===== src/rtl/fetch_if.sv =====
// Fetch-stage bus: redirect/stall control in, PC out, instruction back, IF/ID register out.
interface fetch_if #(
    parameter int PC_WIDTH    = 16,
    parameter int INSTR_WIDTH = 16
);
    logic                   stall;
    logic                   branch_taken;
    logic [PC_WIDTH-1:0]    branch_target;
    logic                   jump;
    logic [PC_WIDTH-1:0]    jump_target;
    logic [PC_WIDTH-1:0]    pc;
    logic [INSTR_WIDTH-1:0] instr_in;
    logic [INSTR_WIDTH-1:0] if_id_instr;
    logic [PC_WIDTH-1:0]    if_id_pc;
    logic [PC_WIDTH-1:0]    if_id_pc_plus1;
    logic                   if_id_valid;
    logic                   halted;

    modport master (
        input  stall, branch_taken, branch_target, jump, jump_target, instr_in,
        output pc, if_id_instr, if_id_pc, if_id_pc_plus1, if_id_valid, halted
    );

    modport slave (
        output stall, branch_taken, branch_target, jump, jump_target, instr_in,
        input  pc, if_id_instr, if_id_pc, if_id_pc_plus1, if_id_valid, halted
    );
endinterface


===== src/rtl/fetch_unit.sv =====
// Instruction-fetch stage: owns the PC and the IF/ID register, handles stall,
// branch/jump redirects and a halt opcode that freezes fetch until reset.
module fetch_unit #(
    parameter int                     PC_WIDTH    = 16,
    parameter int                     INSTR_WIDTH = 16,
    parameter logic [PC_WIDTH-1:0]    RESET_PC    = 16'h0000,
    parameter logic [3:0]             HALT_OPCODE = 4'b1111,
    parameter logic [INSTR_WIDTH-1:0] NOP_INSTR   = 16'h0000
) (
    input  logic     clk,
    input  logic     reset,
    fetch_if.master  bus
);
    typedef enum logic [1:0] {START, RUN, HALTED} state_t;

    localparam logic [PC_WIDTH-1:0] PC_ONE = 1;

    state_t                 state_p0;
    logic [PC_WIDTH-1:0]    pc_p0;
    logic                   halted_p0;
    logic [INSTR_WIDTH-1:0] instr_p1;
    logic [PC_WIDTH-1:0]    pc_p1;
    logic [PC_WIDTH-1:0]    pc_plus1_p1;
    logic                   vld_p1;

    logic                   redirect;
    logic [PC_WIDTH-1:0]    redirect_pc;
    logic                   is_halt;

    // Word-addressed sequential step, wrapping modulo 2^PC_WIDTH.
    function automatic logic [PC_WIDTH-1:0] pc_inc(input logic [PC_WIDTH-1:0] a);
        return a + PC_ONE;
    endfunction

    always_comb begin
        redirect    = bus.jump | bus.branch_taken;
        redirect_pc = bus.jump ? bus.jump_target : bus.branch_target;
        is_halt     = (bus.instr_in[INSTR_WIDTH-1 -: 4] == HALT_OPCODE);
    end

    // p0 -> p1: PC/state update and IF/ID capture
    always_ff @(posedge clk or posedge reset) begin
        if (reset) begin
            state_p0    <= START;
            pc_p0       <= RESET_PC;
            halted_p0   <= 1'b0;
            instr_p1    <= NOP_INSTR;
            pc_p1       <= '0;
            pc_plus1_p1 <= '0;
            vld_p1      <= 1'b0;
        end else begin
            case (state_p0)
                START: begin
                    vld_p1   <= 1'b0;
                    state_p0 <= RUN;
                end
                RUN: begin
                    // A redirect flushes even under stall and suppresses a fetched halt.
                    if (redirect) begin
                        pc_p0    <= redirect_pc;
                        instr_p1 <= NOP_INSTR;
                        vld_p1   <= 1'b0;
                    end else if (!bus.stall) begin
                        instr_p1    <= bus.instr_in;
                        pc_p1       <= pc_p0;
                        pc_plus1_p1 <= pc_inc(pc_p0);
                        vld_p1      <= 1'b1;
                        pc_p0       <= pc_inc(pc_p0);
                        if (is_halt) begin
                            state_p0  <= HALTED;
                            halted_p0 <= 1'b1;
                        end
                    end
                end
                HALTED: begin
                    if (!bus.stall) begin
                        instr_p1 <= NOP_INSTR;
                        vld_p1   <= 1'b0;
                    end
                end
                default: state_p0 <= START;
            endcase
        end
    end

    assign bus.pc             = pc_p0;
    assign bus.halted         = halted_p0;
    assign bus.if_id_instr    = instr_p1;
    assign bus.if_id_pc       = pc_p1;
    assign bus.if_id_pc_plus1 = pc_plus1_p1;
    assign bus.if_id_valid    = vld_p1;
endmodule


===== src/flat_wrapper.sv =====
// flat-port wrapper written by rule: the top's interface ports become plain ports
module fetch_unit_flat 
#(
    parameter int                     PC_WIDTH    = 16,
    parameter int                     INSTR_WIDTH = 16,
    parameter logic [PC_WIDTH-1:0]    RESET_PC    = 16'h0000,
    parameter logic [3:0]             HALT_OPCODE = 4'b1111,
    parameter logic [INSTR_WIDTH-1:0] NOP_INSTR   = 16'h0000
)
  (clk, reset, bus_stall, bus_branch_taken, bus_branch_target, bus_jump, bus_jump_target, bus_instr_in, bus_pc, bus_if_id_instr, bus_if_id_pc, bus_if_id_pc_plus1, bus_if_id_valid, bus_halted);
  fetch_if #(.PC_WIDTH(PC_WIDTH), .INSTR_WIDTH(INSTR_WIDTH)) bus_i ();
  input  logic clk;
  input  logic reset;
  input wire logic [$bits(bus_i.stall)-1:0] bus_stall;
  input wire logic [$bits(bus_i.branch_taken)-1:0] bus_branch_taken;
  input wire logic [$bits(bus_i.branch_target)-1:0] bus_branch_target;
  input wire logic [$bits(bus_i.jump)-1:0] bus_jump;
  input wire logic [$bits(bus_i.jump_target)-1:0] bus_jump_target;
  input wire logic [$bits(bus_i.instr_in)-1:0] bus_instr_in;
  output wire logic [$bits(bus_i.pc)-1:0] bus_pc;
  output wire logic [$bits(bus_i.if_id_instr)-1:0] bus_if_id_instr;
  output wire logic [$bits(bus_i.if_id_pc)-1:0] bus_if_id_pc;
  output wire logic [$bits(bus_i.if_id_pc_plus1)-1:0] bus_if_id_pc_plus1;
  output wire logic [$bits(bus_i.if_id_valid)-1:0] bus_if_id_valid;
  output wire logic [$bits(bus_i.halted)-1:0] bus_halted;
  assign bus_i.stall = bus_stall;
  assign bus_i.branch_taken = bus_branch_taken;
  assign bus_i.branch_target = bus_branch_target;
  assign bus_i.jump = bus_jump;
  assign bus_i.jump_target = bus_jump_target;
  assign bus_i.instr_in = bus_instr_in;
  assign bus_pc = bus_i.pc;
  assign bus_if_id_instr = bus_i.if_id_instr;
  assign bus_if_id_pc = bus_i.if_id_pc;
  assign bus_if_id_pc_plus1 = bus_i.if_id_pc_plus1;
  assign bus_if_id_valid = bus_i.if_id_valid;
  assign bus_halted = bus_i.halted;
  fetch_unit #(.PC_WIDTH(PC_WIDTH), .INSTR_WIDTH(INSTR_WIDTH), .RESET_PC(RESET_PC), .HALT_OPCODE(HALT_OPCODE), .NOP_INSTR(NOP_INSTR)) u_core (.clk(clk), .reset(reset), .bus(bus_i));
endmodule

===== config.mk =====
export PLATFORM = sky130hd
export DESIGN_NAME = fetch_unit_flat
export DESIGN_NICKNAME = d
export VERILOG_FILES = /design/src/rtl/fetch_if.sv /design/src/rtl/fetch_unit.sv /design/src/flat_wrapper.sv
export SDC_FILE = /design/constraint.sdc
export NUM_CORES = 1
export LEC_CHECK = 0
export ABC_AREA = 1
export CAP_MARGIN = 0
export CORE_AREA = 2 2 92 85
export CTS_CLUSTER_DIAMETER = 30
export DETAILED_ROUTE_END_ITERATION = 10
export DIE_AREA = 0 0 94 87
export PLACE_DENSITY = 0.93
export SLEW_MARGIN = 20
export SYNTH_ARGS = -nofsm -noshare
export SYNTH_HDL_FRONTEND = slang
export SYNTH_SLANG_ARGS = --single-unit
export TNS_END_PERCENT = 1

===== constraint.sdc =====
create_clock -name clk -period 5.3 [get_ports clk]
set_input_delay 0.53 -clock clk [delete_from_list [all_inputs] [get_ports clk]]
set_output_delay 0.53 -clock clk [all_outputs]
set_load 0.03 [all_outputs]

# Word-level counts from Yosys, hierarchy flattened
# Index checks and enable logic that the tools add are counted.
op_classes:
  n_addsub: 1
  n_eq_ne: 9
  mux: 15
  n_bitwise: 4
  reduce_logical: 9
ops:
  columns: ["operator", "n"]
  rows:
  - ["16-bit two-way mux", 6]
  - ["16-bit case mux with 2 select lines", 1]
  - ["16-bit by 1-bit adder with 16-bit output, second input constant", 1]
  - ["3-bit AND reduction", 3]
  - ["4-bit AND reduction", 2]
  - ["2-bit two-way mux", 3]
  - ["2-bit != test, second input constant", 3]
  - ["2-bit case mux with 3 select lines", 1]
  - ["4-bit equality test, second input constant", 1]
  - ["2-bit by 1-bit != test with 1-bit output, second input constant", 2]
  - ["1-bit two-way mux", 3]
  - ["3-bit by 2-bit != test with 1-bit output, second input constant", 1]
  - ["1-bit inverter", 3]
  - ["1-bit case mux with 3 select lines", 1]
  - ["3-bit nonzero test", 1]
  - ["2-bit by 1-bit equality test with 1-bit output, second input constant", 1]
  - ["2-bit equality test, second input constant", 1]
  - ["2-bit logical NOT", 1]
  - ["2-bit AND reduction", 1]
  - ["2-bit nonzero test", 1]
  - ["1-bit OR", 1]
totals:
  regBits: 68
  inputBits: 53
  wordCells: 45

# Longest topological paths before layout
logic_depth:
  ltp_word: 5
  mapped_depth: 9

# Least setup slack after synthesis
# Ideal clock, no wire load.
synth_timing:
  path_kind: "register -> register"
  startpoint: "register u_core.pc_p0[1], in the netlist u_core.bus.pc[1]"
  endpoint: "register u_core.pc_p0[14], in the netlist u_core.bus.pc[14]"
  arrival_time_ps: 1440
  required_ps: 5183
  slack_ps: 3743
  stages_incl_launch_ff: 9
  n_path_buf: 0
  period_less_slack_ps: 1557
  cell_sequence: "dfrtp_1 -> ha_1 -> nand3_1 -> nor2_1 -> nand3_1 -> nand2_1 -> nand3_1 -> nand2_1 -> nand2_1"
synth_between:
  elab_chain_len: 3
synth_lines:
  columns: ["item", "line", "text"]
  rows:
  - ["from (decl)", "fetch_unit.sv:19", "logic [PC_WIDTH-1:0] pc_p0;"]
  - ["from (signal assigned)", "fetch_unit.sv:60", "pc_p0 <= redirect_pc;"]
  - ["from (signal assigned)", "fetch_unit.sv:68", "pc_p0 <= pc_inc(pc_p0);"]
  - ["16-bit by 1-bit adder with 16-bit output", "fetch_unit.sv:32", "return a + PC_ONE;"]
  - ["16-bit two-way mux", "fetch_unit.sv:63", "end else if (!bus.stall) begin"]
  - ["16-bit two-way mux", "fetch_unit.sv:59", "if (redirect) begin"]
# No other way between the ends. The select of a mux whose other input is x is not followed.
# A chain may end at the register's enable or synchronous reset.

# Worst setup path in the final report
layout_timing:
  startpoint: "input bus_jump"
  endpoint: "register u_core.pc_plus1_p1[13], in the netlist u_core.bus.if_id_pc_plus1[13]"
layout_between:
  elab_chain_len: 3
layout_lines:
  columns: ["item", "line", "text"]
  rows:
  - ["from (decl)", "flat_wrapper.sv:17", "input wire logic [$bits(bus_i.jump)-1:0] bus_jump;"]
  - ["1-bit OR", "fetch_unit.sv:36", "redirect = bus.jump | bus.branch_taken;"]
  - ["1-bit inverter (no line)", null, null]
  - ["3-bit AND reduction (no line)", null, null]
  - ["to (signal assigned)", "fetch_unit.sv:66", "pc_plus1_p1 <= pc_inc(pc_p0);"]
  - ["to (decl)", "fetch_unit.sv:23", "logic [PC_WIDTH-1:0] pc_plus1_p1;"]
# No other way between the ends.

==> flow_metrics.py <==
metrics = {
    "floorplanning": {
        "die_w_um": 94,
        "coreArea_sq_um": 7320,
        "dieArea_sq_um": 8180,
        "die_height_um": 87,
        "initial_utilization_pct": 46.9,
        "rows": 30,
        "io-pin-count": 119,
    },
    "logic_synthesis": {
        "syn_area_per_cell_sq_um": 8.03,
        "syn-num-nets": 481,
        "ys_seq_area_share_pct": 49.6,
        "ys.warnings.count": 0,
        "synthesis.area_sq_um": 3430,
        "ys_ff_latch": 68,
        "synthCells": 427,
        "synth_cell_types": 25,
    },
    "clock_network": {
        "cts_buffer_depth": 2,
        "cts_sinks": 68,
        "htreeDepth": 3,
        "cts_resized": 0,
        "clock-root-buffer": "clkbuf_8",
        "cts_hold_buf": 0,
        "path_clk_slew_ps": 70,
        "clkLatencyLatePin_ps": 350,
        "numCtsBuffers": 9,
        "postCtsSetupBuffers": 0,
        "cts_tree": "built",
    },
    "route": {
        "postRouteAntennaNets": 0,
        "num_vias": 3357,
        "drtIter0Drc": 235,
        "drt_pass1_iterations": 5,
        "wl_per_cell_um": 15.3,
        "vias_per_cell": 5.25,
        "wl_um": 9790,
        "drc": 0,
    },
    "grt": {
        "antenna_found_initial": 0,
        "track_usage_pct": 25.7,
        "grt_max_degree": 69,
        "overflow": 0,
        "grt_pass1_vias": 3255,
        "grt_pass1_wl_um": 16000,
    },
    "setup_path": {
        "crit_path_start_kind": "input pin",
        "worstSetupEndpointType": "flop",
        "path_class": "in2reg",
        "cp_max_fo": 46,
        "crit_arrival_ps": 2930,
        "worstPathRequired_ps": 5570,
    },
    "cells_and_area": {
        "layout_common_cells": "nand2_1, clkdlybuf4s50_1, dfrtp_1",
        "multi_input_area_sq_um": 1490,
        "area_growth_pct": 41.7,
        "layout-drive-gt1-share_pct": 8.64,
        "fillers": 587,
        "final_cell_area_sq_um": 4860,
        "layout.area.seq_sq_um": 1700,
        "layout_commonest_cell": "nand2_1",
        "fin_nets": 593,
        "antenna_cells": 0,
    },
    "min_path": {
        "hold_path.class": "reg2reg",
    },
    "timing": {
        "finalCritPeriodShare_pct": 50.3,
        "rsz0062_at_grt": "false",
        "setup_violations": 0,
        "worst_pin_slew_ps": 842,
        "slew_violations": 0,
        "fmax_mhz": 375,
        "finalHoldViolCount": 0,
        "fin_setup_tns_ps": 0,
        "finClkSkew_ps": 6.12,
        "relSlewSlack_pct": 43.9,
        "min_period_ps": 2670,
    },
    "power": {
        "ir_drop_v": 0.000139,
        "p_leak_nw": 2.16,
        "power_density_nw_per_um2": 236,
    },
    "job": {
        "cap_viol_max_count": 0,
    },
    "outcome": {
        "outcome": "finished, final reports clean",
    },
    "placed_design": {
        "gp_congestion": 0.890,
        "io_buffers": 118,
        "place_hpwl_um": 7120,
        "dpl_cell_area_sq_um": 4610,
    },
}
area by class of cell:
type,count,share of cell area [%]
sequential,68,35.0
timing repair buffer,119,24.5
multi-input combinational,312,30.6
inverter,29,2.24
clock buffer,12,3.19
clock inverter,4,1.96
tap,96,2.47
worst max-delay path: stages:
cell             delay, ps
clkdlybuf4s50_1        770
nor2_8                 470
nand3_4                440
inv_2                  470
nor2_1                  80
a31oi_1                150
per-layer routing:
metal	GRT usage [%]	vias to the layer above	routed length, um
li1	-	1597	-
met1	34.3	1583	4040
met2	40.6	151	4720
met3	5.28	26	728
met4	11.9	0	303
met5	0	-	0
path summary, 6_finish.rpt:
kind / startpoint / to / slack, ps / cells past startpoint
setup / recovery: bus_jump / u_core.bus.if_id_pc_plus1[13] / 2630 / 6
hold / removal: u_core.bus.if_id_pc[1] / u_core.bus.if_id_pc[1] / 480 / 2
setup reg to reg: u_core.state_p0[0] / u_core.bus.if_id_pc_plus1[13] / 3420 / 6
hold reg to reg: u_core.bus.if_id_pc[1] / u_core.bus.if_id_pc[1] / 480 / 2
max in group asynchronous: reset / u_core.bus.pc[12] / 4010 / 3
min in group asynchronous: reset / u_core.bus.if_id_instr[7] / 760 / 3
kinds of logic (layout without fill, tap and decap cells):
kind of cell	Yosys count	after routing	synth area share [%]
AND/OR/NAND/NOR	223	223	27.5
buffers and inverters	47	164	7.04
adder cells (fa/ha/maj)	1	1	0.365
AO/OA/AOI/OAI	81	81	13.7
XOR/XNOR	7	7	1.79
flip-flops	68	68	49.6
metrics by stage:
stage	power [mW]	std cells	setup slack (ps)	hold WS (ps)	util (%)
floorplan	0.575	427	3060	586	-
global placement	0.624	624	2270	466	62.9
detailed placement	0.626	624	2130	472	62.9
CTS	1.15	640	2450	490	66.3
global route	1.19	640	2370	503	66.4
finish	1.15	640	2630	484	66.4
synthesized netlist by cell type:
cell type	count	area share (%)
nand2_1	163	18
dfrtp_1	68	50
o21ai_0	30	4.4
inv_1	26	2.8
nor2_1	23	2.5
a21oi_1	19	2.8
nand3_1	17	2.5
o21ai_1	12	1.8
buf_2	10	1.5
nand2_2	10	1.8
o21ai_2	10	2.6
xor2_1	7	1.8
a31oi_1	6	1.1
nand4_1	5	0.91
buf_6	4	1.3
buf_4	3	0.66
inv_2	3	0.33
o21bai_1	3	0.66
nor2_4	2	0.66
buf_8	1	0.44
ha_1	1	0.36
nand3_4	1	0.51
nor2_2	1	0.18
nor2_8	1	0.58
o21ai_4	1	0.47
state kept, by name (all words and copies together), names as in the netlist:
| register | cells |
|---|---|
| u_core.bus.if_id_instr | 16 |
| u_core.bus.if_id_pc | 16 |
| u_core.bus.if_id_pc_plus1 | 16 |
| u_core.bus.pc | 16 |
| u_core.state_p0 | 2 |
| u_core.bus.halted | 1 |
| u_core.bus.if_id_valid | 1 |
report_power, final:
group          leakage, nW  total (mW)  switching (mW)  internal (mW)
registers            0.934       0.524         0.00372          0.520
logic                 1.10      0.0927          0.0469         0.0457
clock network        0.127       0.530           0.192          0.338
total                 2.16        1.15           0.243          0.904
(Power assumes the default switching activity.)
